===== src/rtl/mem_arb_if.sv =====
// Bus bundle between the two pipeline memory lanes, the arbiter and the
// single-port synchronous memory.
interface mem_arb_if;
  // lane requests and payloads
  logic        req0;
  logic        req1;
  logic        we0;
  logic        we1;
  logic [31:0] addr0;
  logic [31:0] addr1;
  logic [31:0] wdata0;
  logic [31:0] wdata1;
  logic [4:0]  rd0;
  logic [4:0]  rd1;

  // lane responses
  logic        ack0;
  logic        ack1;
  logic [31:0] rdata0;
  logic [31:0] rdata1;
  logic [4:0]  wa0;
  logic [4:0]  wa1;
  logic        stall;

  // memory port
  logic        mem_en;
  logic        mem_we;
  logic [31:0] mem_addr;
  logic [31:0] mem_wdata;
  logic [31:0] mem_rdata;

  modport slave (
    input  req0, req1, we0, we1, addr0, addr1, wdata0, wdata1, rd0, rd1,
    input  mem_rdata,
    output ack0, ack1, rdata0, rdata1, wa0, wa1, stall,
    output mem_en, mem_we, mem_addr, mem_wdata
  );

  modport master (
    output req0, req1, we0, we1, addr0, addr1, wdata0, wdata1, rd0, rd1,
    output mem_rdata,
    input  ack0, ack1, rdata0, rdata1, wa0, wa1, stall,
    input  mem_en, mem_we, mem_addr, mem_wdata
  );
endinterface


===== src/rtl/mem_arb.sv =====
// Two-lane memory arbiter onto one synchronous single-port memory; lane 0 has
// fixed priority. Define MEM_ARB_FWD_EN to forward a lane-0 store to a same-address lane-1 load.
module mem_arb (
  input  logic       clk,
  input  logic       rst,
  mem_arb_if.slave   bus
);

  typedef enum logic [2:0] {IDLE, ACC0, RSP0, ACC1, RSP1} state_t;

  state_t      state_q;
  logic        mem_en_q;
  logic        mem_we_q;
  logic [31:0] mem_addr_q;
  logic [31:0] mem_wdata_q;
  logic        ack0_q;
  logic        ack1_q;
  logic        rsp_we_q;
  logic [4:0]  rsp_rd_q;
  logic        fwd_q;
  logic [31:0] fwd_data_q;
  logic [4:0]  fwd_rd_q;
  logic        fwd_hit;

`ifdef MEM_ARB_FWD_EN
  assign fwd_hit = bus.req0 & bus.we0 & bus.req1 & ~bus.we1 &
                   (bus.addr0 == bus.addr1);
`else
  assign fwd_hit = 1'b0;
`endif

  // Response qualifiers are latched at issue so a requester dropping its
  // payload early cannot corrupt the reply of an access already started.
  always_ff @(posedge clk or negedge rst) begin
    if (!rst) begin
      state_q     <= IDLE;
      mem_en_q    <= 1'b0;
      mem_we_q    <= 1'b0;
      mem_addr_q  <= 32'd0;
      mem_wdata_q <= 32'd0;
      ack0_q      <= 1'b0;
      ack1_q      <= 1'b0;
      rsp_we_q    <= 1'b0;
      rsp_rd_q    <= 5'd0;
      fwd_q       <= 1'b0;
      fwd_data_q  <= 32'd0;
      fwd_rd_q    <= 5'd0;
    end else begin
      ack0_q   <= 1'b0;
      ack1_q   <= 1'b0;
      mem_en_q <= 1'b0;
      case (state_q)
        IDLE: begin
          if (bus.req0) begin
            state_q     <= ACC0;
            mem_en_q    <= 1'b1;
            mem_we_q    <= bus.we0;
            mem_addr_q  <= bus.addr0;
            mem_wdata_q <= bus.wdata0;
            rsp_we_q    <= bus.we0;
            rsp_rd_q    <= bus.rd0;
            fwd_q       <= fwd_hit;
            fwd_data_q  <= bus.wdata0;
            fwd_rd_q    <= bus.rd1;
          end else if (bus.req1) begin
            state_q     <= ACC1;
            mem_en_q    <= 1'b1;
            mem_we_q    <= bus.we1;
            mem_addr_q  <= bus.addr1;
            mem_wdata_q <= bus.wdata1;
            rsp_we_q    <= bus.we1;
            rsp_rd_q    <= bus.rd1;
          end
        end
        ACC0: begin
          state_q <= RSP0;
          ack0_q  <= 1'b1;
          ack1_q  <= fwd_q;
        end
        RSP0: begin
          if (fwd_q) begin
            state_q <= IDLE;
            fwd_q   <= 1'b0;
          end else if (bus.req1) begin
            state_q     <= ACC1;
            mem_en_q    <= 1'b1;
            mem_we_q    <= bus.we1;
            mem_addr_q  <= bus.addr1;
            mem_wdata_q <= bus.wdata1;
            rsp_we_q    <= bus.we1;
            rsp_rd_q    <= bus.rd1;
          end else begin
            state_q <= IDLE;
          end
        end
        ACC1: begin
          state_q <= RSP1;
          ack1_q  <= 1'b1;
        end
        RSP1: begin
          state_q <= IDLE;
        end
        default: begin
          state_q <= IDLE;
        end
      endcase
    end
  end

  assign bus.mem_en    = mem_en_q;
  assign bus.mem_we    = mem_we_q;
  assign bus.mem_addr  = mem_addr_q;
  assign bus.mem_wdata = mem_wdata_q;
  assign bus.ack0      = ack0_q;
  assign bus.ack1      = ack1_q;
  assign bus.stall     = (bus.req0 & ~ack0_q) | (bus.req1 & ~ack1_q);

  always_comb begin
    bus.rdata0 = 32'd0;
    bus.wa0    = 5'd0;
    bus.rdata1 = 32'd0;
    bus.wa1    = 5'd0;
    if (ack0_q && !rsp_we_q) begin
      bus.rdata0 = bus.mem_rdata;
      bus.wa0    = rsp_rd_q;
    end
    // A forwarded lane-1 load completes alongside the lane-0 store
    if (ack1_q && fwd_q) begin
      bus.rdata1 = fwd_data_q;
      bus.wa1    = fwd_rd_q;
    end else if (ack1_q && !rsp_we_q) begin
      bus.rdata1 = bus.mem_rdata;
      bus.wa1    = rsp_rd_q;
    end
  end

endmodule


===== src/flat_wrapper.sv =====
// flat-port wrapper written by rule: the top's interface ports become plain ports
module mem_arb_flat 
  (clk, rst, bus_req0, bus_req1, bus_we0, bus_we1, bus_addr0, bus_addr1, bus_wdata0, bus_wdata1, bus_rd0, bus_rd1, bus_mem_rdata, bus_ack0, bus_ack1, bus_rdata0, bus_rdata1, bus_wa0, bus_wa1, bus_stall, bus_mem_en, bus_mem_we, bus_mem_addr, bus_mem_wdata);
  mem_arb_if bus_i ();
  input  logic clk;
  input  logic rst;
  input wire logic [$bits(bus_i.req0)-1:0] bus_req0;
  input wire logic [$bits(bus_i.req1)-1:0] bus_req1;
  input wire logic [$bits(bus_i.we0)-1:0] bus_we0;
  input wire logic [$bits(bus_i.we1)-1:0] bus_we1;
  input wire logic [$bits(bus_i.addr0)-1:0] bus_addr0;
  input wire logic [$bits(bus_i.addr1)-1:0] bus_addr1;
  input wire logic [$bits(bus_i.wdata0)-1:0] bus_wdata0;
  input wire logic [$bits(bus_i.wdata1)-1:0] bus_wdata1;
  input wire logic [$bits(bus_i.rd0)-1:0] bus_rd0;
  input wire logic [$bits(bus_i.rd1)-1:0] bus_rd1;
  input wire logic [$bits(bus_i.mem_rdata)-1:0] bus_mem_rdata;
  output wire logic [$bits(bus_i.ack0)-1:0] bus_ack0;
  output wire logic [$bits(bus_i.ack1)-1:0] bus_ack1;
  output wire logic [$bits(bus_i.rdata0)-1:0] bus_rdata0;
  output wire logic [$bits(bus_i.rdata1)-1:0] bus_rdata1;
  output wire logic [$bits(bus_i.wa0)-1:0] bus_wa0;
  output wire logic [$bits(bus_i.wa1)-1:0] bus_wa1;
  output wire logic [$bits(bus_i.stall)-1:0] bus_stall;
  output wire logic [$bits(bus_i.mem_en)-1:0] bus_mem_en;
  output wire logic [$bits(bus_i.mem_we)-1:0] bus_mem_we;
  output wire logic [$bits(bus_i.mem_addr)-1:0] bus_mem_addr;
  output wire logic [$bits(bus_i.mem_wdata)-1:0] bus_mem_wdata;
  assign bus_i.req0 = bus_req0;
  assign bus_i.req1 = bus_req1;
  assign bus_i.we0 = bus_we0;
  assign bus_i.we1 = bus_we1;
  assign bus_i.addr0 = bus_addr0;
  assign bus_i.addr1 = bus_addr1;
  assign bus_i.wdata0 = bus_wdata0;
  assign bus_i.wdata1 = bus_wdata1;
  assign bus_i.rd0 = bus_rd0;
  assign bus_i.rd1 = bus_rd1;
  assign bus_i.mem_rdata = bus_mem_rdata;
  assign bus_ack0 = bus_i.ack0;
  assign bus_ack1 = bus_i.ack1;
  assign bus_rdata0 = bus_i.rdata0;
  assign bus_rdata1 = bus_i.rdata1;
  assign bus_wa0 = bus_i.wa0;
  assign bus_wa1 = bus_i.wa1;
  assign bus_stall = bus_i.stall;
  assign bus_mem_en = bus_i.mem_en;
  assign bus_mem_we = bus_i.mem_we;
  assign bus_mem_addr = bus_i.mem_addr;
  assign bus_mem_wdata = bus_i.mem_wdata;
  mem_arb u_core (.clk(clk), .rst(rst), .bus(bus_i));
endmodule

===== config.mk =====
export PLATFORM = sky130hd
export DESIGN_NAME = mem_arb_flat
export DESIGN_NICKNAME = d
export VERILOG_FILES = /design/src/rtl/mem_arb_if.sv /design/src/rtl/mem_arb.sv /design/src/flat_wrapper.sv
export SDC_FILE = /design/constraint.sdc
export NUM_CORES = 1
export LEC_CHECK = 0
export CAP_MARGIN = 25
export CORE_AREA = 2 2 123 125
export DETAILED_ROUTE_END_ITERATION = 6
export DIE_AREA = 0 0 125 127
export GPL_ROUTABILITY_DRIVEN = 0
export GPL_TIMING_DRIVEN = 1
export HOLD_SLACK_MARGIN = 0.12
export PLACE_DENSITY = 0.76
export SLEW_MARGIN = 0
export SYNTH_ARGS = -nofsm -noshare
export SYNTH_HDL_FRONTEND = slang
export SYNTH_SLANG_ARGS = --single-unit
export TNS_END_PERCENT = 50

===== constraint.sdc =====
create_clock -name clk -period 2.3 [get_ports clk]
set_input_delay 0.23 -clock clk [delete_from_list [all_inputs] [get_ports clk]]
set_output_delay 0.23 -clock clk [all_outputs]
set_load 0.02 [all_outputs]

* Word-level counts from Yosys, hierarchy flattened
Index checks and enable logic that the tools add are counted.
Storage, ports and cells: input port bits 176, output and inout port bits 143, word-level logic and storage cells 71, register bits after elaboration 115
Operators by class: reductions and logical operators 9, muxes and demuxes 39, bitwise operators 5, eq/ne operators 6
Operators by type and width (number):
- $mux W32 | 9
- $pmux W32 S2 | 2
- $mux W5 | 6
- $pmux W3 S4 | 1
- $mux W1 | 11
- $pmux W1 S2 | 5
- $pmux W5 S2 | 1
- $mux W3 | 3
- $eq A3 B2 Y1 const B | 2
- $reduce_and A2 Y1 | 3
- $ne A2 B2 Y1 const B | 2
- $eq A3 B1 Y1 const B | 1
- $logic_and A1 B1 Y1 | 3
- $logic_not A3 Y1 | 1
- $ne A3 B3 Y1 const B | 1
- $and A1 B1 Y1 | 2
- $mux W2 | 1
- $not A1 Y1 | 2
- $reduce_bool A2 Y1 | 1
- $logic_not A1 Y1 | 1
- $or A1 B1 Y1 | 1

* Logic depth before layout (Yosys ltp)
Gate-level depths: netlist of the first run.
depth after elaboration 4, gate-level depth with buffers 6, depth with buffers taken out 4

* Least setup slack after synthesis of the first run
OpenSTA, ideal clock, no wires.
path type reg-to-output, start register u_core.ack1_q (netlist: u_core.bus.ack1), end output port bus_rdata1[0], path slack 0.797 ns, path buffers 2, data required time 2.070 ns, data arrival time 1.273 ns, stages on the path, launching flop included 5, cells stage by stage dfrtp_1 nor2b_1 clkbuf_1 clkbuf_1 and2_1
On the way: cells in the longest elaborated chain, start to end 3, elaborated cells between the ends (all ways) 4, those cells by class 2 x mux; 2 x reduce/logical
RTL lines:
- start, declared | RTL line mem_arb.sv:17 | logic ack1_q;
- start signal, assigned | RTL line mem_arb.sv:78 | ack1_q <= fwd_q;
- $logic_and A1 B1 Y1 | RTL line mem_arb.sv:131 | end else if (ack1_q && !rsp_we_q) begin
- $mux W32 | RTL line mem_arb.sv:131
- $mux W32 * | RTL line mem_arb.sv:128 | if (ack1_q && fwd_q) begin
- end, declared | RTL line flat_wrapper.sv:21 | output wire logic [$bits(bus_i.rdata1)-1:0] bus_rdata1;
Mark *: on every way between the ends. The rest lies on a longest branch, timed or not.

* Worst setup path in the final report of the first run
start register u_core.rsp_we_q, end output port bus_rdata0[5]
On the way: cells in the longest elaborated chain, start to end 3
RTL lines:
- start, declared | RTL line mem_arb.sv:18 | logic rsp_we_q;
- start signal, assigned | RTL line mem_arb.sv:60 | rsp_we_q <= bus.we0;
- start signal, assigned | RTL line mem_arb.sv:71 | rsp_we_q <= bus.we1;
- start signal, assigned | RTL line mem_arb.sv:90 | rsp_we_q <= bus.we1;
- $logic_not A1 Y1 | RTL line mem_arb.sv:123 | if (ack0_q && !rsp_we_q) begin
- $logic_and A1 B1 Y1 | RTL line mem_arb.sv:123
- $mux W32 | RTL line mem_arb.sv:123
- end, declared | RTL line flat_wrapper.sv:20 | output wire logic [$bits(bus_i.rdata0)-1:0] bus_rdata0;
Every way passes these cells.

==> impl_metrics.json, run 1 <==
{
  "status": "complete, no violations",
  "cts_root_buf": "clkbuf_16",
  "wl_um": 17300,
  "dpl_cell_area_um2": 7740,
  "cp.arrival_ns": 1.94,
  "worstMarginPinSlew_ns": 0.587,
  "stdcell_area_um2": 8070,
  "antenna_found_initial": 2,
  "final_cell_mix": "clkdlybuf4s50_1, dfrtp_1, and2_1",
  "path_clk_slew_ns": 0.06,
  "startpoint_type": "flop",
  "ys.warnings.count": 0,
  "fin_crit_sh": 0.942,
  "powerDensity_nw_per_um2": 1120,
  "maxSlewHeadroom": 0.608,
  "synth-seq-cells": 77,
  "min_from": "bus_req1",
  "crit_chain": "nor2b_2, buf_4, and2_1, clkdlybuf4s50_1",
  "die_area_um2": 15900,
  "min_to": "u_core.state_q[1]",
  "route.detailed.drc": 0,
  "final_util": 0.559,
  "nets": 898,
  "grtUsageMet2": 0.391,
  "p_leak_nw": 3.35,
  "grt.met3_usage": 0.0649,
  "nFillCells": 1223,
  "drive_gt1_frac": 0.0523,
  "grt_max_degree": 75,
  "finalHoldViolCount": 0,
  "yosysTopAreaCell": "dfrtp_1",
  "cts.sinks": 77,
  "clock_path_buffers": 2,
  "slowest_stage": "clkdlybuf4s50_1",
  "finalCriticalPeriod_ns": 2.17,
  "whs_path_depth": 4,
  "fmax_ghz": 0.461,
  "reg2reg_depth": 4,
  "max_stage_delay_ns": 0.62,
  "rows": 44,
  "drt_iter0_markers": 146,
  "grt_use_met1": 0.234,
  "coreArea_um2": 14400,
  "ios": 319,
  "startpoint": "u_core.rsp_we_q",
  "grt.total_usage": 0.214,
  "setup_tns_ns": 0,
  "end_kind": "primary output",
  "critical-path-top-delay-family": "buffers and inverters",
  "path_max_fanout": 37,
  "num_vias": 4680,
  "cp_num_cells": 4,
  "cp.required_ns": 2.07,
  "synth_top_area_frac": 0.427,
  "netlist_area_um2": 4510,
  "grt.overflow.total": 0,
  "grt_pass1_vias": 4875,
  "avgSynthCellArea_um2": 10.4,
  "synth.distinct_cells": 24,
  "drv_slew": 0,
  "first_pass_iters": 4,
  "postCtsSetupBuffers": 0,
  "layout_commonest_cell": "clkdlybuf4s50_1",
  "dp_hpwl_um": 13100,
  "htreeDepth": 3,
  "area_growth_pct": 78.9,
  "syn_inst": 435,
  "maxCapViolations": 0,
  "setup_viol": 0,
  "crit_buf_inv": 2,
  "die_w_um": 125,
  "r2r_setup_slack_ns": 0.76,
  "synth.area.top_cells": "dfrtp_1, and3b_1, o2bb2ai_1, and2_1, a31oi_1",
  "grt_pass1_wl_um": 27200,
  "drtAntennaViolNets": 0,
  "port_buffers": 318,
  "r2r-start": "u_core.state_q[1]",
  "fin_skew_ns": 0.00595,
  "cts_tree": "yes",
  "min_path_type": "in2reg",
  "ir_drop_uv": 582,
  "top_usage_layer": "met2",
  "worstSetupPathType": "reg2out",
  "die_y_um": 127,
  "initial_utilization": 0.313,
  "rsz0062_at_grt": "no",
  "synth_fp_nets": 611,
  "clk_latency_ns": 0.32,
  "viasPerCell": 5.13,
  "numCtsBuffers": 9,
  "r2r_end": "u_core.rsp_rd_q[0]",
  "ys_seq_area_frac": 0.427,
  "avgRoutedWirePerCell_um": 19.0
}
-- worst reg2reg max path, stage by stage, from the launching register on --
cell	delay, ns
dfrtp_2	0.39
nand2b_2	0.13
buf_4	0.50
a31oi_1	0.24
o2bb2ai_1	0.20
-- per-layer routing --
layer | share of wire | vias up
met5 | 0 | -
met4 | 0.032 | 0
met2 | 0.53 | 206
li1 | - | 2203
met3 | 0.071 | 32
met1 | 0.37 | 2239
-- flip-flops by register name (all words and copies together) (netlist names) --
name                  cells
u_core.bus.mem_addr      32
u_core.bus.mem_wdata     32
u_core.rsp_rd_q           5
u_core.state_q            3
u_core.bus.ack0           1
u_core.bus.ack1           1
u_core.bus.mem_en         1
u_core.bus.mem_we         1
u_core.rsp_we_q           1
-- power breakdown --
group          switching [mW]  leakage, nW  internal, mW  total (mW)
logic                    2.66         2.25          2.49        5.15
registers               0.401        0.952          2.02        2.42
clock network           0.547        0.148         0.944        1.49
total                    3.61         3.35          5.45        9.06
-- how the worst max path moves through the flow --
stage / to / slack, ns
CTS: bus_rdata1[2] / 0.05
floorplan: bus_rdata1[0] / 0.80
global route: bus_rdata0[5] / 0.01
global placement: bus_rdata1[3] / 0.44
detailed placement: bus_rdata1[2] / 0.41
finish: bus_rdata0[5] / 0.13
-- metrics by stage --
step	hold WS [ns]	cells	worst slack (ns)	power, mW
2_1_floorplan	-0.0656	435	0.797	5.30
3_3_place_gp	0.257	894	0.443	7.51
3_5_place_dp	0.271	894	0.412	7.62
4_1_cts	0.289	910	0.0463	9.16
5_1_grt	0.319	912	0.0146	9.59
6_report	0.310	912	0.132	9.06
-- cells by family after synthesis --
kind of cell	count (synthesis)	synth area share
AND/OR/NAND/NOR	155	0.256
AO/OA/AOI/OAI	143	0.240
flip-flops	77	0.427
buffers and inverters	59	0.0749
multiplexers	1	0.00222
-- cells in the mapped netlist --
library cell and number:
inv_2 1, o22ai_1 1, and2_1 74, nor2b_1 2, or2_1 1, a21oi_1 1
inv_1 3, and3b_1 71, a31oi_1 69, mux2i_1 1, buf_6 1, dfrtp_1 77
o2bb2ai_1 69, nor2b_4 1, buf_4 1, o21ai_4 1, or3_1 1, nor3b_1 1
clkbuf_1 25, buf_2 21, a2bb2oi_1 2, buf_8 7, nand2b_1 3, nor2_1 1
-- final cells by class --
class	instances	area (µm²)	share of cell area
Timing Repair Buffer	331	3320	0.412
Multi-Input combinational cell	299	2250	0.279
Sequential cell	77	1930	0.239
Tap cell	184	230	0.0285
Clock buffer	9	225	0.0279
Clock inverter	6	88.8	0.0110
Inverter	4	15.0	0.00186
Antenna cell	2	5.00	0.000620
-- what timing repair did --
| item | CTS | global route |
|---|---|---|
| hold endpoints to repair | 41 | 0 |
| resized for setup | 0 | 1 |
| endpoints found under the setup margin | 0 | 3 |
| hold buffers | 1 | 0 |
(Power assumes the default switching activity.)
==> run 2: changes to the inputs <==
CAP_MARGIN = 15   (was 25)
HOLD_SLACK_MARGIN = 0.02   (was 0.12)
==> results of run 2 <==
Final layout, timing and power as in run 1 (identical DEF).
